**config.mk**
```make
export PLATFORM = sky130hd
export DESIGN_NAME = button_event_queue
export DESIGN_NICKNAME = d
export VERILOG_FILES = /design/src/rtl/button_event_pkg.sv /design/src/rtl/event_fifo.sv /design/src/rtl/button_event_queue.sv
export SDC_FILE = /design/constraint.sdc
export NUM_CORES = 1
export LEC_CHECK = 0
export CELL_PAD_IN_SITES_DETAIL_PLACEMENT = 0
export CELL_PAD_IN_SITES_GLOBAL_PLACEMENT = 1
export CORE_ASPECT_RATIO = 0.6
export CORE_MARGIN = 3
export CORE_UTILIZATION = 47
export DETAILED_ROUTE_END_ITERATION = 16
export PLACE_DENSITY = 0.88
export SYNTH_ARGS = -nofsm -noshare
export SYNTH_HDL_FRONTEND = slang
export SYNTH_SLANG_ARGS = --single-unit
```
**constraint.sdc**
```tcl
create_clock -name clk -period 3.12 [get_ports clk]
set_input_delay 0.312 -clock clk [delete_from_list [all_inputs] [get_ports clk]]
set_output_delay 0.312 -clock clk [all_outputs]
set_load 0.005 [all_outputs]
```
**src/rtl/button_event_pkg.sv**
```systemverilog
// button_event_pkg: event and FSM state types shared by the button event queue, plus event_code packing
package button_event_pkg;
  typedef enum logic [1:0] {
    EV_PRESS   = 2'd0,
    EV_REPEAT  = 2'd1,
    EV_RELEASE = 2'd2
  } event_type_t;
  typedef enum logic [1:0] {
    S_IDLE,
    S_HOLD,
    S_REPEAT
  } btn_state_t;
  function automatic logic [3:0] pack_event(input event_type_t t, input logic [1:0] idx);
    return {t, idx};
  endfunction
endpackage

```
**src/rtl/event_fifo.sv**
```systemverilog
// event_fifo: synchronous FIFO, power-of-two depth, simultaneous push/pop allowed when full
//   clk, reset : clock, synchronous active-high reset
//   push/wdata : write request and data (ignored when full unless popping the same cycle)
//   pop/rdata  : read request (ignored when empty) and head entry (0 when empty)
//   full/empty/count : occupancy status
module event_fifo #(
  parameter int DEPTH = 8,
  parameter int WIDTH = 4
) (
  input  logic                     clk,
  input  logic                     reset,
  input  logic                     push,
  input  logic [WIDTH-1:0]         wdata,
  input  logic                     pop,
  output logic [WIDTH-1:0]         rdata,
  output logic                     full,
  output logic                     empty,
  output logic [$clog2(DEPTH):0]   count
);
  localparam int PW = $clog2(DEPTH);
  logic [WIDTH-1:0] mem_q [DEPTH];
  logic [WIDTH-1:0] mem_d [DEPTH];
  logic [PW-1:0] wr_q, wr_d, rd_q, rd_d;
  logic [PW:0] cnt_q, cnt_d;
  logic do_push, do_pop;
  assign empty = cnt_q == '0;
  assign full  = cnt_q == (PW+1)'(DEPTH);
  assign count = cnt_q;
  assign rdata = empty ? '0 : mem_q[rd_q];
  assign do_pop  = pop && !empty;
  assign do_push = push && (!full || do_pop);
  always_comb begin
    mem_d = mem_q;
    if (do_push) mem_d[wr_q] = wdata;
    wr_d  = do_push ? wr_q + PW'(1) : wr_q;
    rd_d  = do_pop ? rd_q + PW'(1) : rd_q;
    cnt_d = cnt_q + (PW+1)'(do_push) - (PW+1)'(do_pop);
  end
  always_ff @(posedge clk) begin
    mem_q <= mem_d;
    if (reset) begin
      wr_q  <= '0;
      rd_q  <= '0;
      cnt_q <= '0;
    end else begin
      wr_q  <= wr_d;
      rd_q  <= rd_d;
      cnt_q <= cnt_d;
    end
  end
endmodule

```
**src/rtl/button_event_queue.sv**
```systemverilog
// button_event_queue: turns debounced button levels into press/repeat/release events queued for software
//   clk, reset      : clock, synchronous active-high reset
//   buttons_db      : debounced levels, 1 = pressed
//   levels          : buttons_db delayed one cycle
//   event_valid/event_code/event_ready : FIFO head {type, index} with valid/ready pop
//   fifo_count      : entries held
//   overflow/clear_overflow : sticky lost-event flag and its clear
module button_event_queue
  import button_event_pkg::*;
#(
  parameter int N_BUTTONS  = 4,
  parameter int CLK_HZ     = 50000000,
  parameter int HOLD_MS    = 500,
  parameter int REPEAT_MS  = 100,
  parameter int FIFO_DEPTH = 8
) (
  input  logic                          clk,
  input  logic                          reset,
  input  logic [N_BUTTONS-1:0]          buttons_db,
  output logic [N_BUTTONS-1:0]          levels,
  output logic                          event_valid,
  output logic [3:0]                    event_code,
  input  logic                          event_ready,
  output logic [$clog2(FIFO_DEPTH):0]   fifo_count,
  output logic                          overflow,
  input  logic                          clear_overflow
);
  localparam int TICK = CLK_HZ / 1000;
  localparam int DW   = TICK > 1 ? $clog2(TICK) : 1;
  localparam int CW   = $clog2(HOLD_MS + REPEAT_MS + 1);
  logic [N_BUTTONS-1:0] buttons_q, buttons_d, armed_q, armed_d, rise, fall;
  logic [N_BUTTONS-1:0] gen, slot_v_q, slot_v_d, grant;
  event_type_t gen_t [N_BUTTONS];
  event_type_t slot_t_q [N_BUTTONS];
  event_type_t slot_t_d [N_BUTTONS];
  event_type_t push_t;
  logic [1:0] push_idx;
  logic [DW-1:0] div_q, div_d;
  logic ms_tick, overflow_q, overflow_d, overwrite, push, fifo_full, fifo_empty;
  assign levels      = buttons_q;
  assign overflow    = overflow_q;
  assign event_valid = !fifo_empty;
  // A button held through reset must be seen released before it can produce a new press
  assign rise    = buttons_db & ~buttons_q & armed_q;
  assign fall    = ~buttons_db & buttons_q;
  assign ms_tick = div_q == DW'(TICK - 1);
  for (genvar g = 0; g < N_BUTTONS; g++) begin : g_btn
    btn_state_t state_q, state_d;
    logic [CW-1:0] cnt_q, cnt_d, cnt_inc;
    logic ev;
    event_type_t ev_t;
    always_comb begin
      state_d = state_q;
      cnt_d   = cnt_q;
      ev      = 1'b0;
      ev_t    = EV_PRESS;
      cnt_inc = cnt_q + CW'(1);
      if (state_q == S_IDLE) begin
        if (rise[g]) begin
          ev      = 1'b1;
          cnt_d   = '0;
          state_d = S_HOLD;
        end
      end else if (fall[g]) begin
        ev      = 1'b1;
        ev_t    = EV_RELEASE;
        state_d = S_IDLE;
      end else if (ms_tick) begin
        if (cnt_inc == (state_q == S_HOLD ? CW'(HOLD_MS) : CW'(REPEAT_MS))) begin
          ev      = 1'b1;
          ev_t    = EV_REPEAT;
          cnt_d   = '0;
          state_d = S_REPEAT;
        end else begin
          cnt_d = cnt_inc;
        end
      end
    end
    always_ff @(posedge clk) begin
      if (reset) begin
        state_q <= S_IDLE;
        cnt_q   <= '0;
      end else begin
        state_q <= state_d;
        cnt_q   <= cnt_d;
      end
    end
    assign gen[g]   = ev;
    assign gen_t[g] = ev_t;
  end
  // Fixed priority: lowest-index pending slot goes to the FIFO
  always_comb begin
    grant    = '0;
    push_t   = EV_PRESS;
    push_idx = '0;
    for (int i = N_BUTTONS - 1; i >= 0; i--) begin
      if (slot_v_q[i]) begin
        grant    = '0;
        grant[i] = 1'b1;
        push_t   = slot_t_q[i];
        push_idx = 2'(i);
      end
    end
    push = |slot_v_q && (!fifo_full || (event_ready && !fifo_empty));
  end
  // A new event always lands in its slot; it only counts as lost data if the old one was not pushed
  always_comb begin
    slot_v_d  = slot_v_q;
    slot_t_d  = slot_t_q;
    overwrite = 1'b0;
    for (int i = 0; i < N_BUTTONS; i++) begin
      if (grant[i] && push) slot_v_d[i] = 1'b0;
      if (gen[i]) begin
        slot_v_d[i] = 1'b1;
        slot_t_d[i] = gen_t[i];
        overwrite   = overwrite | (slot_v_q[i] && !(grant[i] && push));
      end
    end
    overflow_d = overwrite | (overflow_q & ~clear_overflow);
    buttons_d  = buttons_db;
    armed_d    = armed_q | ~buttons_db;
    div_d      = ms_tick ? '0 : div_q + DW'(1);
  end
  always_ff @(posedge clk) begin
    if (reset) begin
      buttons_q  <= '0;
      armed_q    <= '0;
      div_q      <= '0;
      slot_v_q   <= '0;
      slot_t_q   <= '{default: EV_PRESS};
      overflow_q <= 1'b0;
    end else begin
      buttons_q  <= buttons_d;
      armed_q    <= armed_d;
      div_q      <= div_d;
      slot_v_q   <= slot_v_d;
      slot_t_q   <= slot_t_d;
      overflow_q <= overflow_d;
    end
  end
  event_fifo #(.DEPTH(FIFO_DEPTH), .WIDTH(4)) u_fifo (
    .clk   (clk),
    .reset (reset),
    .push  (push),
    .wdata (pack_event(push_t, push_idx)),
    .pop   (event_ready),
    .rdata (event_code),
    .full  (fifo_full),
    .empty (fifo_empty),
    .count (fifo_count)
  );
endmodule

```
==> key figures <==
Routing
  – Vias per cell: 5.74
  – Via count: 4,997
  – Routed WL per cell: between 15 and 20 um
  – DRT Pass-1 Iters: 5
  – Initial DRC count: ~340
  – Antenna-violating nets left: 0
  – DRC: 0
  – Routed WL: approximately 14 mm

Yosys
  – EDFF count, synth: 32
  – Syn Nets: around 700
  – Multiplexer share of the synthesized area: around 4.7%
  – Synth Area in Compound Gates: roughly 14%
  – Seq/Total Area, Yosys: between 40% and 50%
  – Largest family of logic cells by synthesized area: simple AND/OR/NAND/NOR gates
  – Mapped Area: approximately 6000 um2
  – Predominant post-synthesis flop cell: dfxtp_1
  – FF+latch count, synth: between 100 and 150
  – Async SR Flop Fraction: 0%
  – Post-Synth Simple-Gate Area: approximately a quarter
  – Post-Synthesis Cells: 674
  – Synth Area in XOR/XNOR: 3.87%
  – Adder-cell area share of the yosys netlist: between 2 and 3%
  – Syn Area/Cell: 9.08 um2
  – YS warnings: 0
  – Synth cell types: 63

Timing
  – RSZ-0062 raised after global routing: false
  – Final Skew: around 0.0091 ns
  – Max Clock Freq: approximately 370 MHz
  – Final setup viols: 0
  – Setup TNS: 0 ns
  – Tightest Pin Transition: between 0.9 and 1 ns
  – Min Tclk post-route: 2.73 ns
  – Hold Slack: 0.365 ns
  – Tcrit/Tclk final: 87.5%
  – Slew margin rel.: about two fifths
  – Final Max Slew Viols: 0
  – Final Hold Vio Count: 0

GRT
  – Largest net degree at the start of global routing: between 40 and 50
  – Number of global-route vias before repair: between 4,000 and 5,000
  – Initial antenna violation count: 0
  – First-pass GRT wire length: approximately 23 mm
  – Grt total ovfl: 0
  – GRT Util Overall: roughly a fifth

Power
  – Combinational Power Share: approximately 14%
  – Int Pwr: about 3.4 mW
  – Clk pwr share: ~45%
  – Flop pwr share: roughly two fifths
  – Leak pwr: 2.49 nW
  – Switch Pwr: between 1 and 1.5 mW
  – Sw Ratio: approximately a quarter
  – Peak VDD IR: roughly 0.00036 V
  – PD cells: ~640 nW/um2

Final layout
  – Nets@finish: between 700 and 800
  – ANT cells: 0
  – Fin area: 7060 um2
  – Area growth syn-to-layout: 15.4%
  – Layout cells sized above 1: approximately 8.4%
  – Fill count: between 1,000 and 1,500
  – Fin util: 57.1%

Floorplanning
  – Die area: 14,500 um2
  – Initial core utilization: about 50%
  – Num rows: 31
  – Die X: ~150 um
  – I/O pin count: 22
  – Core area: between 10,000 and 15,000 um2
  – Die Y: 94.4 um

Critical path
  – Crit Path Class: flop to primary output
  – Crit Path Max Fanout: 10
  – CP arrival: roughly 2.4 ns
  – Critical Path RT: 2.81 ns
  – Critical path startpoint category: flop
  – Worst Setup End Kind: primary output
  – R2r setup slk: 0.49 ns

Place
  – Placed Instance Area: around 6400 um2
  – Routability cong.: between 0.8 and 0.9
  – Detailed placer's ending HPWL: between 9 and 10 mm
  – I/O Buffers: 21

CTS
  – Reg clk slew, reported paths: ~0.060 ns
  – Num CTS Buffers: 17
  – CTS root buf: clkbuf_16
  – Clk Latency, worst-skew pair: approximately 0.42 ns
  – Post_cts resized: 0
  – Clock Path Buffers: 2
  – Post-CTS setup buffer count: 0
  – H-tree lvl count: 4
  – Cts hold-fix bufs: 0
  – CTS Sinks: around 130
  – CTS tree: yes

Run
  – Max Cap Viol: 0

Min path
  – Worst hold path type: input pin to flop

Outcome
  – Status: complete, no violations
## kinds of logic after synthesis
group,count (synthesis)
simple gates,302
compound gates,136
flops,127
buf+inv,50
xor+xnor,27
mux,18
fa+ha+maj,14
## worst max-delay path, cell delays in order, from the launching register on
cell and delay (ns):
dfxtp_1 0.73, mux4_2 0.60, mux2i_1 0.14, nor2_1 0.05
clkdlybuf4s50_1 0.47
## final cells by class
cell class                 count  area, um2  share of cell area [%]
sequential                   127       2860                    40.5
timing repair buffer          22        213                    3.01
tap                          165        206                    2.92
clock buffer                  17        425                    6.02
clock inverter                15        186                    2.64
multi-input combinational    497       3070                    43.4
inverter                      27        101                    1.44
## worst paths after layout
check	startpoint	to	depth (start not counted)
worst max-delay path	u_fifo.rd_q[0]	event_code[2]	4
worst min-delay path	reset	u_fifo.count[3]	2
worst max register to register	g_btn[0].cnt_q[4]	g_btn[0].cnt_q[5]	7
worst min register to register	div_q[0]	div_q[0]	1
## synthesized netlist by cell type, types with 8 or more instances
cell type | number | area share, %
edfxtp_1 | 32 | 16
dfxtp_1 | 95 | 31
mux2i_1 | 9 | 1.5
or3_1 | 9 | 0.92
xnor2_1 | 13 | 1.9
nor3_1 | 18 | 1.5
and3_1 | 14 | 1.4
nand3_1 | 33 | 2.7
mux4_2 | 8 | 2.9
o21ai_0 | 32 | 2.6
a21oi_1 | 54 | 4.4
nor2_1 | 85 | 5.2
xor2_1 | 14 | 2.0
nand2_1 | 65 | 4.0
ha_1 | 13 | 2.7
inv_1 | 27 | 1.7
nor2b_1 | 17 | 1.7
clkbuf_1 | 19 | 1.2
nand4_1 | 11 | 1.1
and2_1 | 8 | 0.82
nand2b_1 | 9 | 0.92
## layer usage
metal  vias to the layer above  global-route usage, %  part of all wire [%]
met3                        17                   4.40                   6.0
met2                       135                   30.1                    44
met5                         -                      0                     0
met1                      2380                   27.3                    49
li1                       2465                      -                     -
met4                         0                   7.19                   1.2
## flip-flops by register name, indices dropped and copies added, names as in the netlist
name           cells
g_btn.state_q      8
u_fifo.count       4
u_fifo.wr_q        3
div_q             16
slot_t_q           8
slot_v_q           4
levels             4
u_fifo.rd_q        3
armed_q            4
g_btn.cnt_q       40
overflow           1
u_fifo.mem_q      32
## placed cells by master (no fill, tap or decap), types with 4 or more instances in the layout
| cell | instances |
|---|---|
| nor2b_1 | 17 |
| xor2_1 | 14 |
| a211oi_1 | 4 |
| clkbuf_16 | 17 |
| a21oi_1 | 54 |
| or3_1 | 9 |
| nand2_1 | 65 |
| or4_1 | 4 |
| nor3_1 | 18 |
| mux4_2 | 8 |
| a21o_1 | 7 |
| xnor2_1 | 13 |
| ha_1 | 13 |
| mux2i_1 | 9 |
| and3_1 | 14 |
| nand3_1 | 33 |
| nor4_1 | 5 |
| o21ai_0 | 32 |
| a22oi_1 | 5 |
| edfxtp_1 | 32 |
| nand2b_1 | 9 |
| clkinv_4 | 4 |
| clkdlybuf4s50_1 | 20 |
| or2_2 | 4 |
| o32ai_1 | 4 |
| dfxtp_1 | 95 |
| nand4_1 | 11 |
| inv_1 | 27 |
| nor2_1 | 85 |
| and2_1 | 8 |
## through the flow
step	total power [mW]	setup slack [ns]	instances
floorplan	2.27	0.818	674
global placement	2.48	0.645	838
detailed placement	2.51	0.513	838
CTS	4.55	0.338	870
global route	4.71	0.250	870
finish	4.52	0.391	870
## power by group through the flow
stage,sequential [mW],clock [mW],combinational (mW)
after floorplan,1.83,0,0.445
after global placement,1.87,0,0.608
after detailed placement,1.88,0,0.630
after CTS,1.85,2.07,0.640
after global routing,1.86,2.14,0.708
final,1.85,2.04,0.635
Power figures use the tool's default switching activity.
